[src/rtl/motor_pwm_ramp.sv]
// Two-channel H-bridge PWM stage with slew-limited duty and coast dead-time on reversal.
// Channels share the prescaler/PWM counter; all duty and direction changes land on the period boundary.
module motor_pwm_ramp #(
  parameter int PRESCALE  = 390,
  parameter int RAMP_STEP = 8,
  parameter int DEAD_PER  = 4
) (
  input  logic       clock,
  input  logic       reset,
  input  logic       run_en,
  input  logic [7:0] duty_a,
  input  logic       dir_a,
  input  logic [7:0] duty_b,
  input  logic       dir_b,
  output logic       enableA,
  output logic       enableB,
  output logic       JA1,
  output logic       JA2,
  output logic       JA3,
  output logic       JA4,
  output logic [7:0] cur_a,
  output logic [7:0] cur_b,
  output logic       busy
);

  localparam int            PW        = (PRESCALE > 1) ? $clog2(PRESCALE) : 1;
  localparam logic [PW-1:0] PRE_LAST  = PW'(PRESCALE - 1);
  localparam logic [7:0]    STEP      = 8'(RAMP_STEP);
  localparam logic [7:0]    DEAD_LAST = 8'(DEAD_PER);

  typedef enum logic [1:0] {
    IDLE = 2'd0,
    RUN  = 2'd1,
    DOWN = 2'd2,
    DEAD = 2'd3
  } state_t;

  logic [PW-1:0]   presc_r;
  logic [7:0]      pcnt_r;
  logic            tick_s;
  logic            pb_s;

  state_t          state_r    [2];
  state_t          state_nx_s [2];
  logic [1:0][7:0] cur_r;
  logic [1:0][7:0] cur_nx_s;
  logic [1:0][7:0] dcnt_r;
  logic [1:0][7:0] dcnt_nx_s;
  logic [1:0]      dirl_r;
  logic [1:0]      dirl_nx_s;
  logic [1:0][1:0] pins_r;
  logic [1:0][1:0] pins_nx_s;
  logic [1:0]      en_r;
  logic [1:0]      busy_ch_s;
  logic            busy_r;
  logic [1:0][7:0] tgt_s;
  logic [1:0]      dir_s;

  function automatic logic [7:0] sat_sub(input logic [7:0] v);
    return (v > STEP) ? (v - STEP) : 8'd0;
  endfunction

  // Move toward t by at most STEP without overshooting.
  function automatic logic [7:0] ramp_to(input logic [7:0] v, input logic [7:0] t);
    logic [7:0] r;
    if (t > v) begin
      r = ((t - v) > STEP) ? (v + STEP) : t;
    end else begin
      r = ((v - t) > STEP) ? (v - STEP) : t;
    end
    return r;
  endfunction

  assign tick_s   = (presc_r == PRE_LAST);
  assign pb_s     = tick_s && (pcnt_r == 8'd254);
  assign tgt_s[0] = run_en ? duty_a : 8'd0;
  assign tgt_s[1] = run_en ? duty_b : 8'd0;
  assign dir_s    = {dir_b, dir_a};

  // Shared prescaler and 0..254 PWM counter.
  always_ff @(posedge clock or negedge reset) begin
    if (!reset) begin
      presc_r <= '0;
      pcnt_r  <= 8'd0;
    end else begin
      presc_r <= tick_s ? '0 : (presc_r + PW'(1));
      if (tick_s) begin
        pcnt_r <= (pcnt_r == 8'd254) ? 8'd0 : (pcnt_r + 8'd1);
      end
    end
  end

  // Per-channel next state; pins and busy derive from the next-state values so they register in step.
  always_comb begin
    for (int i = 0; i < 2; i++) begin
      state_nx_s[i] = state_r[i];
      cur_nx_s[i]   = cur_r[i];
      dcnt_nx_s[i]  = dcnt_r[i];
      dirl_nx_s[i]  = dirl_r[i];
      if (pb_s) begin
        case (state_r[i])
          IDLE: begin
            cur_nx_s[i] = 8'd0;
            if (tgt_s[i] != 8'd0) begin
              dirl_nx_s[i]  = dir_s[i];
              state_nx_s[i] = RUN;
            end else begin
              state_nx_s[i] = IDLE;
            end
          end
          RUN: begin
            if (dir_s[i] != dirl_r[i]) begin
              cur_nx_s[i]   = sat_sub(cur_r[i]);
              state_nx_s[i] = DOWN;
            end else begin
              cur_nx_s[i] = ramp_to(cur_r[i], tgt_s[i]);
              if ((cur_nx_s[i] == 8'd0) && (tgt_s[i] == 8'd0)) begin
                state_nx_s[i] = IDLE;
              end else begin
                state_nx_s[i] = RUN;
              end
            end
          end
          DOWN: begin
            cur_nx_s[i] = sat_sub(cur_r[i]);
            if (cur_nx_s[i] == 8'd0) begin
              dcnt_nx_s[i]  = 8'd0;
              state_nx_s[i] = DEAD;
            end else begin
              state_nx_s[i] = DOWN;
            end
          end
          DEAD: begin
            cur_nx_s[i]  = 8'd0;
            dcnt_nx_s[i] = dcnt_r[i] + 8'd1;
            if (dcnt_nx_s[i] == DEAD_LAST) begin
              dirl_nx_s[i]  = dir_s[i];
              state_nx_s[i] = (tgt_s[i] != 8'd0) ? RUN : IDLE;
            end else begin
              state_nx_s[i] = DEAD;
            end
          end
          default: begin
            cur_nx_s[i]   = 8'd0;
            state_nx_s[i] = IDLE;
          end
        endcase
      end else begin
        state_nx_s[i] = state_r[i];
      end
      case (state_nx_s[i])
        RUN, DOWN: pins_nx_s[i] = dirl_nx_s[i] ? 2'b10 : 2'b01;
        default:   pins_nx_s[i] = 2'b00;
      endcase
      busy_ch_s[i] = (state_nx_s[i] == DOWN) || (state_nx_s[i] == DEAD) ||
                     ((state_nx_s[i] == RUN) && (cur_nx_s[i] != tgt_s[i]));
    end
  end

  // Channel state, applied duty, pins and PWM outputs.
  always_ff @(posedge clock or negedge reset) begin
    if (!reset) begin
      for (int i = 0; i < 2; i++) begin
        state_r[i] <= IDLE;
      end
      cur_r  <= '0;
      dcnt_r <= '0;
      dirl_r <= 2'b11;
      pins_r <= '0;
      en_r   <= 2'b00;
      busy_r <= 1'b0;
    end else begin
      for (int i = 0; i < 2; i++) begin
        state_r[i] <= state_nx_s[i];
        en_r[i]    <= (pcnt_r < cur_r[i]);
      end
      cur_r  <= cur_nx_s;
      dcnt_r <= dcnt_nx_s;
      dirl_r <= dirl_nx_s;
      pins_r <= pins_nx_s;
      busy_r <= |busy_ch_s;
    end
  end

  assign enableA = en_r[0];
  assign enableB = en_r[1];
  assign JA1     = pins_r[0][1];
  assign JA2     = pins_r[0][0];
  assign JA3     = pins_r[1][1];
  assign JA4     = pins_r[1][0];
  assign cur_a   = cur_r[0];
  assign cur_b   = cur_r[1];
  assign busy    = busy_r;

endmodule

[config.mk]
export PLATFORM = sky130hd
export DESIGN_NAME = motor_pwm_ramp
export DESIGN_NICKNAME = d
export VERILOG_FILES = /design/src/rtl/motor_pwm_ramp.sv
export SDC_FILE = /design/constraint.sdc
export NUM_CORES = 1
export LEC_CHECK = 0
export ABC_AREA = 0
export CAP_MARGIN = 20
export CORE_MARGIN = 8
export CORE_UTILIZATION = 40
export DETAILED_ROUTE_END_ITERATION = 8
export GPL_ROUTABILITY_DRIVEN = 0
export GPL_TIMING_DRIVEN = 0
export SLEW_MARGIN = 40
export SYNTH_ARGS = -nofsm -noshare
export SYNTH_HDL_FRONTEND = slang
export SYNTH_SLANG_ARGS = --single-unit
[constraint.sdc]
create_clock -name clock -period 7.39 [get_ports clock]
set_clock_uncertainty 0.1 [all_clocks]
set_input_delay 1.478 -clock clock [delete_from_list [all_inputs] [get_ports clock]]
set_output_delay 1.478 -clock clock [all_outputs]
set_load 0.01 [all_outputs]
==> Yosys cells after proc, flatten, opt, wreduce, memory -nomap -nowiden <==
Index checks and enable logic that the tools add are counted.
{ "classes": {"add_sub_neg": 12, "n_lt_le_gt_ge": 10, "n_eq_ne": 22, "n_mux": 54, "n_reduce_logical": 28} }
{ "op_table": {"columns": ["operator", "n"], "rows": [
  ["8-bit 2-to-1 mux", 23],
  ["8-bit by 4-bit > comparator with 1-bit output, second input constant", 6],
  ["8-bit zero test", 6],
  ["8-bit one-hot mux with 3 select lines", 2],
  ["8-bit one-hot mux with 2 select lines", 2],
  ["8-bit subtractor", 4],
  ["8-bit by 1-bit adder with 8-bit output, second input constant", 3],
  ["2-bit 2-to-1 mux", 10],
  ["8-bit by 4-bit adder with 8-bit output, second input constant", 2],
  ["2-bit == test, second input constant", 8],
  ["8-bit by 3-bit == test with 1-bit output, second input constant", 2],
  ["8-bit > comparator", 2],
  ["8-bit less-than comparator", 2],
  ["8-bit inequality test", 2],
  ["2-bit one-hot mux with 4 select lines", 2],
  ["8-bit nonzero test", 2],
  ["8-bit by 4-bit subtractor with 8-bit output, second input constant", 2],
  ["1-bit 2-to-1 mux", 12],
  ["2-bit OR reduction", 5],
  ["9-bit by 1-bit adder with 9-bit output, second input constant", 1],
  ["9-bit == test, second input constant", 1],
  ["9-bit 2-to-1 mux", 1],
  ["2-bit by 1-bit == test with 1-bit output, second input constant", 4],
  ["8-bit == test, second input constant", 1],
  ["8 further kinds", 21]
]} }
{ "word_totals": {"ff_bits": 62, "input_bits": 21, "out_inout_bits": 23, "wordCells": 139} }

==> Depth between registers and ports, before layout <==
Gate-level depths: netlist (run 1).
{ "depth": {"ltp_word": 18, "ltp_mapped": 26, "ltp_nobuf": 21} }

==> Worst setup path before layout (run 1) <==
No wires, ideal clock.
{ "synth_timing": {"kind": "in2reg", "start": "input port run_en", "end": "register busy_r, in the netlist busy", "setup_ns": 0.149, "t_arrival_ns": 6.308, "required_ns": 7.141, "setup_slack_ns": 0.833, "path_stages": 23, "n_path_buf": 3, "path_cell_list": "buf_2 buf_2 buf_2 nand2_1 ha_1 and2_1 a221o_1 or3_1 a22oi_1 nand4_1 mux2_2 nand2b_1 a211oi_1 nand3_1 o31a_1 ha_1 nor4_1 o21ai_0 a2111oi_2 o211ai_1 a311o_1 o31ai_1 o2111ai_1"} }
{ "synth_rtl": {"columns": ["element", "line_no", "text"], "rows": [
  ["start, declared", "10", "input logic run_en,"],
  ["end signal, assigned", "181", "busy_r <= |busy_ch_s;"],
  ["end, declared", "55", "logic busy_r;"]
]} }

==> metrics, run 1 <==
wire length per cell=around 18 um; die area=21250 sq um; commonest non-fill, non-tap cell in the layout=nand2_1; Synth area leader=dfrtp_1; Max-slew headroom=a little over two fifths; H-Tree Depth=3; CTS tree=yes; synthesized net count=roughly 950; grt ovf=0; first-pass GRT wire length=roughly 34 mm; io pins=44; TritonCTS Buffers=9; # rows=47; synth top area cells=dfrtp_1 22%, ha_1 12%, nand2_1 6.2%; DR vias=between 6000 and 7000; Worst R2R Path Depth=22; Clock Pin Slew Worst Setup and Hold Paths=roughly 60 ps; Port Buffers=42; R2R Path Start=cur_b[6]$_DFF_PN0_; Reg2Reg Capture Point=busy$_DFF_PN0_; RSZ-0062 raised after global routing=false; Final nets=approximately 1000; Fmax achieved=0.1414 GHz; post-route DRC violation count=0; end of the critical path=busy$_DFF_PN0_; Initial DRT Pass Iterations=5; max cap viols=0; routed wire length=about 21 mm; ANT nets after route=0; clk_lat worst skew=between 300 and 400 ps; CP Class=input pin to flop; final setup fails=0; Die Y=approximately 150 um; Synth Cell Area=6738 sq um; number of synthesized flops with an enable pin=0; initial DRC count=roughly 590; final hold viol count=0; GRT Overall Usage=19.07%; Root Driver=clkbuf_16; Slew Viols, Final=0; CTS sink count=62; post-synthesis sequential area ratio=23.06%; antenna cell count=0; worst hold path type=flop to flop; Multi-input gate area=4947 sq um; Pwr per Cell Area=121.8 nW/um^2; fin crit period=7073 ps; fraction of registers with async set/reset=between 90% and 100%; WP data required=roughly 7500 ps; clk buf depth=2; area delta synth->final=17.05%; total power=~0.96 mW; Die X=between 100 and 150 um; dpl hpwl=15.75 mm; Max IR drop VDD=~0.00012 V; Seq. cell area=1554 sq um; Hold Crit Depth=1; Tcrit/Tclk final=between 90 and 100%; Core Footprint=16520 sq um; CP arrival=between 7000 and 8000 ps; FF+latch count, synth=62; Static Leak=3.247 nW; CP endpoint kind=flop; top-area cell type share of the netlist area=between 20% and 30%; Yosys Warn Count=0; Slew @ Worst Pin=around 850 ps; startpoint class of the critical path=input pin; share of cells above drive strength 1=8.522%; post-route setup TNS=0 ps; Synth Instances=just under 900; antenna violations before repair=0; vias per cell=slightly above 6; Post-synth top flop=dfrtp_1; Initial Util=roughly two fifths; most frequent cells in the layout=111 x nand2_1, 79 x o21ai_0, 62 x ha_1; syn_area_per_cell=~7.8 sq um; vias in the first global route=roughly 6400; Fillers=between 1500 and 2000; Distinct cells, synth=between 80 and 90; status=completed; CP max FO=10; Worst Setup SP=duty_a[3]; largest net degree at the start of global routing=37; flop-to-flop setup slack=~1400 ps
-- worst max-delay path: stages --
cell	delay, ps
clkdlybuf4s50_1	510
and2_1	250
inv_2	120
ha_1	310
buf_2	190
a221o_1	410
or3_1	380
a22oi_2	250
nand4_1	140
mux2_2	320
nand2b_1	150
a211oi_1	240
nand3_2	160
o31a_1	300
ha_1	260
nor4_4	340
o21ai_0	160
a2111oi_2	290
o211ai_1	170
a311o_1	310
o31ai_2	210
o2111ai_2	170
-- how the worst min path moves through the flow --
stage                               startpoint              endpoint  slack (ps)
after floorplan           presc_r[6]$_DFF_PN0_  presc_r[6]$_DFF_PN0_         350
after global placement    presc_r[6]$_DFF_PN0_  presc_r[6]$_DFF_PN0_         380
after detailed placement  presc_r[6]$_DFF_PN0_  presc_r[6]$_DFF_PN0_         380
after CTS                 presc_r[6]$_DFF_PN0_  presc_r[6]$_DFF_PN0_         400
after global routing      presc_r[6]$_DFF_PN0_  presc_r[6]$_DFF_PN0_         410
final                     presc_r[6]$_DFF_PN0_  presc_r[6]$_DFF_PN0_         400
-- metrics by stage --
stage / area (sq um) / setup slack, ps / instances / utilization [%] / hold WS (ps)
6_report: 7886 / 317.1 / 1147 / 47.72 / 400.2
5_1_grt: 7886 / 10.12 / 1147 / 47.72 / 413.5
4_1_cts: 7810 / 61.70 / 1147 / 47.26 / 399.0
3_5_place_dp: 7451 / -586.0 / 1132 / 45.09 / 383.3
3_3_place_gp: 7433 / -549.3 / 1131 / 44.98 / 380.2
2_1_floorplan: 6738 / 833.4 / 869 / - / 352.3
-- per-layer routing --
| metal | track usage (%) | vias to the layer above | wire length [um] |
|---|---|---|---|
| met3 | 3.856 | 23 | 1319 |
| met5 | 0 | - | 0 |
| met1 | 26.38 | 3311 | 9883 |
| met4 | 4.945 | 0 | 317 |
| li1 | - | 3355 | - |
| met2 | 29.51 | 245 | 9361 |
-- Yosys cell counts (8+ instances only) --
library cell    n
xor2_1         11
o211ai_1        8
inv_1          46
and3_1         18
nor4_1          9
buf_2          11
nand2_1       112
nand2b_1       17
nor2b_1         9
nand3b_1        8
xnor2_1        23
ha_1           63
a21o_1          9
o21ai_0        80
a21oi_1        37
dfrtp_1        60
mux2i_1        10
o22ai_1        10
nor3_1         22
and2_1         15
nor2_1         61
a31oi_1         9
a211oi_1       14
o31ai_1        16
nand3_1        35
nand4_1        11
clkbuf_1       16
-- final cells by class --
type | count | area share, %
Clock inverter | 7 | 1.539
Buffer | 28 | 1.809
Tap cell | 220 | 3.490
Multi-Input combinational cell | 731 | 62.73
Sequential cell | 62 | 19.70
Inverter | 46 | 2.189
Clock buffer | 9 | 2.856
Timing Repair Buffer | 44 | 5.680
-- registers in the layout, indices dropped and copies added, names as in the netlist --
name,flops
dcnt_r,16
presc_r,9
cur_a,8
cur_b,8
pcnt_r,8
state_r,4
dirl_r,2
en_r,2
JA1,1
JA2,1
JA3,1
JA4,1
busy,1
-- where the power goes --
group | leakage [nW] | internal, mW | switching, mW
logic | 2.31 | 0.0480 | 0.0786
registers | 0.767 | 0.340 | 0.000233
clock network | 0.170 | 0.331 | 0.163
total | 3.25 | 0.719 | 0.241
-- logic make-up after synthesis --
logic type,after synthesis,synth area share (%)
buffers and inverters,76,4.605
and+or+nand+nor,356,27.32
muxes,17,2.656
adders and majority gates,63,11.70
DFF,62,23.06
AOI/OAI and AO/OA,261,26.24
xor gates and xnor gates,34,4.420
-- what timing repair did --
item                                    in CTS  in global routing
gates resized for setup                      5                 22
hold buffers                                 0                  0
endpoints found under the setup margin       1                  1
pin swaps                                    0                  3
buffers inserted                             0                  1
Power figures use the tool's default switching activity.
==> run 2, diff against run 1 <==
Settings changed: GPL_ROUTABILITY_DRIVEN 0 to 1.
==> metrics, run 2 (synthesis results as in run 1) <==
status=completed; TritonCTS Buffers=9 (unchanged); antenna cell count=0 (unchanged); startpoint class of the critical path=input pin; most frequent cells in the layout=111 x nand2_1, 79 x o21ai_0, 61 x nor2_1; Top cell by count, worst path=ha_1; CP endpoint kind=flop; dpl hpwl=15.78 mm (+0.22%); Multi-input gate area=4959 sq um (+0.23%); H-Tree Depth=3 (unchanged); GRT Overall Usage=19.09% (+0.020 points); share of cells above drive strength 1=8.297% (-0.22 points); Non-Filler Instances=1148 (+0.087%); clk buf depth=2 (unchanged); Final nets=1007 (+0.099%); Fmax achieved=0.1430 GHz (+1.1%); sequential power share=38.7% (+3.3 points); Die X=145.8 um (unchanged); routability cong.=approximately 0.97; met3 WL=1.257 mm (-4.7%); post-route DRC violation count=0 (unchanged); Largest register FFs=16 (unchanged); final setup fails=0 (unchanged); CP arrival=7040 ps (-90 ps); initial DRC count=665 (+13%); antenna violations before repair=0 (unchanged); post-route setup TNS=0 ps (unchanged); Highest Signal Layer=met4; Root Driver=clkbuf_16; Hold WS=392.7 ps (-7.485 ps); io pins=44 (unchanged); CP Class=input pin to flop; largest net degree at the start of global routing=42 (+14%); critical path, cell by cell=clkdlybuf4s50_1 > and2_2 > inv_2 > ha_1 > buf_2 > a221o_1 > or3_1 > a22oi_1 > nand4_1 > mux2_2 > buf_6 > o21ai_1 > nand3_1 > o31a_1 > ha_1 > nor4_4 > o21ai_0 > a2111oi_2 > o211ai_1 > a311o_1 > o31ai_1 > o2111ai_1; CP max FO=10 (unchanged); metal2 WL=9.293 mm (-0.73%); Top delay family on crit path=compound AO/OA/AOI/OAI gates; routed wire length=20.67 mm (-1.0%); vias per cell=5.974 (-1.2%); Pwr per Cell Area=112.4 nW/um^2 (-7.8%); Psw=0.2316 mW (-4.0%); Slew @ Worst Pin=642.7 ps (-204.6 ps); clk_lat worst skew=330 ps (about the same); total power=0.8808 mW (-8.3%); Tcrit/Tclk final=94.63% (-1.1 points); crit-path max cell delay=510 ps (about the same); worst hold path type=flop to flop; WP data required=7440 ps (about the same); wire length per cell=18.01 um (-1.1%); Max IR drop VDD=0.00009982 V (-19%); max cap viols=0 (unchanged); CTS tree=yes; met1 WL=9.637 mm (-2.5%); CP bufs+invs=4 (+1); commonest non-fill, non-tap cell in the layout=nand2_1; Slew Viols, Final=0 (unchanged); switching share of power=26.29% (+1.2 points); Static Leak=3.221 nW (-0.81%); Initial DRT Pass Iterations=5 (unchanged); Core Footprint=16520 sq um (unchanged); grt ovf=0 (unchanged); ANT nets after route=0 (unchanged); die area=21250 sq um (unchanged); final hold viol count=0 (unchanged); Clock Pin Slew Worst Setup and Hold Paths=50 ps (about the same); combinational group share of total power=14.5% (+1.3 points); # rows=47 (unchanged); Slowest-stage cell, CP=clkdlybuf4s50_1; Fillers=1676 (-0.59%); Seq. cell area=1554 sq um (unchanged); area delta synth->final=16.36%; CTS sink count=62 (unchanged); Pint=0.6492 mW (-9.7%); RSZ-0062 raised after global routing=false; Port Buffers=42 (unchanged); Die Y=145.8 um (unchanged); most flop-heavy register=dcnt_r; DR vias=6858 (-1.1%); Max-slew headroom=56.05% (+13 points); vias in the first global route=6301 (-1.4%); Initial Util=40.77% (unchanged); Clk pwr share=46.8% (-4.6 points); Placed Cells=1132 (unchanged); final core area utilization=47.44% (-0.28 points); largest registers=dcnt_r (16), presc_r (9); # hold bufs at CTS=0 (unchanged); fin crit period=6993 ps (-80.09 ps); first-pass GRT wire length=33.67 mm (-0.51%)
run 2: layout make-up:
cell class	instances	share of cell area, %
buffer	28	1.819
clock buffer	12	3.016
clock inverter	4	0.6064
inverter	46	2.202
multi-input combinational	731	63.25
sequential	62	19.82
tap	220	3.511
timing repair buffer	45	5.777
run 2: worst reg2reg max path: cells and delay by family, from the launching register on:
family,cells,cell delay (ps)
AND/OR/NAND/NOR,6,1660
adder cells (fa/ha/maj),2,600
buffers and inverters,3,780
flip-flops,1,370
multiplexers,1,250
AO/OA/AOI/OAI,10,2000
run 2: power groups by stage:
stage / logic [mW] / clock network (mW) / registers (mW)
finish: 0.128 / 0.413 / 0.341
detailed placement: 0.121 / 0 / 0.346
floorplan: 0.0775 / 0 / 0.346
global placement: 0.120 / 0 / 0.347
global route: 0.139 / 0.441 / 0.340
CTS: 0.122 / 0.423 / 0.340
run 2: stage by stage:
| stage | worst slack [ps] | cell area, sq um |
|---|---|---|
| finish | 397.2 | 7840 |
| global placement | -550.4 | 7433 |
| global route | 24.49 | 7840 |
| detailed placement | -560.7 | 7451 |
| CTS | 5.688 | 7750 |
| floorplan | 833.4 | 6738 |
run 2: worst paths after layout:
kind | end | slack (ps) | start | cells after the start
min in group asynchronous | dcnt_r[11]$_DFFE_PN0P_ | 940 | reset | 1
max in group asynchronous | dirl_r[0]$_DFF_PN1_ | 5680 | reset | 2
setup reg to reg | busy$_DFF_PN0_ | 1450 | cur_b[6]$_DFF_PN0_ | 22
hold reg to reg | presc_r[6]$_DFF_PN0_ | 390 | presc_r[6]$_DFF_PN0_ | 1
hold / removal | presc_r[6]$_DFF_PN0_ | 390 | presc_r[6]$_DFF_PN0_ | 1
setup / recovery | busy$_DFF_PN0_ | 400 | duty_a[3] | 22
run 2: metal layers:
layer / up-vias / track usage, %
li1: 3359 / -
met3: 48 / 3.638
met5: - / 0
met4: 0 / 5.882
met1: 3209 / 26.25
met2: 242 / 29.49
run 2: repair_timing:
action / 4_1_cts / 5_1_grt
setup endpoints to repair: 1 / 1
pin swaps: 0 / 3
hold endpoints to repair: 0 / 0
cloned: 0 / 0
resized for setup: 4 / 24
setup buffers: 0 / 2
==> run 3, diff against run 2 <==
Settings changed: ABC_AREA 0 to 1.
==> metrics, run 3 <==
status=completed; CP Class=input pin to flop; GRT Overall Usage=18.21% (-0.87 points); vias in the first global route=6487 (+3.0%); Die X=145.2 um (-0.41%); Hold EP=dcnt_r[14]$_DFFE_PN0P_; Multi-input gate area=4432 sq um (-11%); die area=21080 sq um (-0.83%); CP endpoint kind=flop; Max IR drop VDD=0.0001083 V (+8.5%); Max-slew headroom=50.61% (-5.4 points); RSZ-0062 raised after global routing=false; M2 GR Usage=29.39% (-0.096 points); Initial DRT Pass Iterations=5 (unchanged); top-count cell post-synth=nand2_1; wire length per cell=14.48 um (-20%); number of synthesized flops with an enable pin=0 (unchanged); post-synthesis sequential area ratio=23.28% (+0.22 points); CTS sink count=62 (unchanged); post-route DRC violation count=0 (unchanged); antenna violations before repair=0 (unchanged); final core area utilization=46.95% (-0.50 points); fraction of registers with async set/reset=100.0% (unchanged); area delta synth->final=15.80%; dpl hpwl=14.97 mm (-5.2%); Hold Crit Depth=2 (+1); WP data required=7500 ps (+60 ps); final setup fails=0 (unchanged); fin crit period=5203 ps (-1790 ps); most flop-heavy register=dcnt_r; max cap viols=0 (unchanged); # rows=47 (unchanged); ANT nets after route=0 (unchanged); Worst R2R Path Depth=20 (-9.1%); Static Leak=4.002 nW (+24%); Root Driver=clkbuf_16; final instance area=7730 sq um (-1.4%); Synth Instances=1042 (+20%); Slew @ Worst Pin=740.8 ps (+98.15 ps); crit-path max cell delay=570 ps (+60 ps); antenna cell count=0 (unchanged); routability cong.=0.9025 (-7.1%); Die Y=145.2 um (-0.41%); Seq. cell area=1554 sq um (unchanged); Pwr per Cell Area=124.2 nW/um^2 (+11%); post-route setup TNS=0 ps (unchanged); Slowest-stage cell, CP=clkdlybuf4s50_1; Slew Viols, Final=0 (unchanged); final hold viol count=0 (unchanged); Post-synth top flop=dfrtp_1; Port Buffers=42 (unchanged); Reg2Reg Capture Point=busy$_DFF_PN0_; area of placed instances=7388 sq um (-0.84%); Largest register FFs=16 (unchanged); GR Util met3=3.638% (unchanged); FF+latch count, synth=62 (unchanged); largest net degree at the start of global routing=39 (-7.1%); CP arrival=5310 ps (-1730 ps); top cells by count, synth=296 x nand2_1, 155 x nand3_1, 146 x inv_1; most frequent cells in the layout=296 x nand2_1, 155 x nand3_1, 146 x inv_1; Clock Pin Slew Worst Setup and Hold Paths=60 ps (about the same); worst hold path type=flop to flop; grt ovf=0 (unchanged); # hold bufs at CTS=0 (unchanged); initial DRC count=553 (-17%); startpoint class of the critical path=input pin; share of cells above drive strength 1=6.630% (-1.7 points); Top cell by count, worst path=nand2_1; post-CTS setup buffers=0 (unchanged); syn_area_per_cell=6.406 sq um (-17%); DR vias=6836 (-0.32%); gr busiest metal=met2; Fmax achieved=0.1922 GHz (+34%); synth top area cells=dfrtp_1 22%, nand2_1 17%, ha_1 12%; Synth Cell Area=6675 sq um (-0.93%); clk_lat worst skew=340 ps (about the same); io pins=44 (unchanged); H-Tree Depth=3 (unchanged); Tcrit/Tclk final=70.40% (-24 points); Initial Util=40.54% (-0.23 points); top-area cell type share of the netlist area=22.49% (+0.21 points); CTS tree=yes; Distinct cells, synth=49 (-40%); commonest non-fill, non-tap cell in the layout=nand2_1; Fillers=1730 (+3.2%); routed wire length=19.13 mm (-7.5%); R2R Path Start=cur_b[6]$_DFF_PN0_; hold_sp=dcnt_r[14]$_DFFE_PN0P_; synthesized net count=1126 (+18%); clk buf depth=2 (unchanged); vias per cell=5.175 (-13%); cts repair resizes=0 (-4); CP max FO=9 (-1); first-pass GRT wire length=31.96 mm (-5.1%); Hold WS=388.0 ps (-4.750 ps); TritonCTS Buffers=9 (unchanged); Synth area leader=dfrtp_1; largest registers=dcnt_r (16), presc_r (9); flop-to-flop setup slack=3490 ps (+2040 ps); Yosys Warn Count=0 (unchanged); Final nets=1180 (+17%); met1 usage=23.98% (-2.3 points); Core Footprint=16470 sq um (-0.36%)
run 3: cell families (layout without fill, tap and decap cells):
| group | count (synthesis) | after routing | synth area share, % |
|---|---|---|---|
| buffers and inverters | 175 | 234 | 10.33 |
| DFF | 62 | 62 | 23.28 |
| AOI/OAI and AO/OA | 101 | 101 | 8.866 |
| and+or+nand+nor | 613 | 613 | 42.04 |
| xor gates and xnor gates | 28 | 28 | 3.674 |
| adders and majority gates | 63 | 63 | 11.81 |
run 3: layer usage:
layer / up-vias / part of all wire (%) / routed length, um
li1: 3534 / - / -
met1: 3105 / 47 / 9042
met2: 162 / 46 / 8840
met3: 35 / 4.4 / 850
met4: 0 / 2.1 / 395
met5: - / 0 / 0
run 3: report_power, final:
group          internal (mW)     switching [mW]
Sequential             0.340  0.000000000000996
Combinational         0.0406             0.0814
Clock                  0.338              0.160
run 3: final cells by class:
cell class	count	share of cell area, %
repair buffers	43	5.665
inverters	159	7.721
well taps	220	3.561
plain buffers	16	1.198
clock buffers	12	3.189
clock inverters	4	1.230
multi-input cells	805	57.33
flip-flops and latches	62	20.10
run 3: worst max-delay path: cells and delay by family:
kind / cells / cell delay [ps]
buffers and inverters: 2 / 730
adder cells (fa/ha/maj): 2 / 550
AND/OR/NAND/NOR: 20 / 2390
AO/OA/AOI/OAI: 1 / 140
run 3: worst max path at each step:
stage | start | end | slack, ps | cells after the start
after floorplan | run_en | busy$_DFF_PN0_ | 2710 | 27
after global placement | duty_b[1] | busy$_DFF_PN0_ | 1930 | 25
after detailed placement | duty_b[1] | busy$_DFF_PN0_ | 1880 | 25
after CTS | duty_b[1] | busy$_DFF_PN0_ | 2220 | 25
after global routing | run_en | busy$_DFF_PN0_ | 1780 | 24
final | duty_b[1] | busy$_DFF_PN0_ | 2190 | 25
run 3: per-stage QoR:
stage	setup slack, ps	power (mW)	cells
final	2187	0.9600	1321
after global routing	1784	1.003	1321
after CTS	2217	0.9700	1321
after detailed placement	1884	0.4674	1305
after global placement	1934	0.4668	1304
after floorplan	2707	0.4238	1042
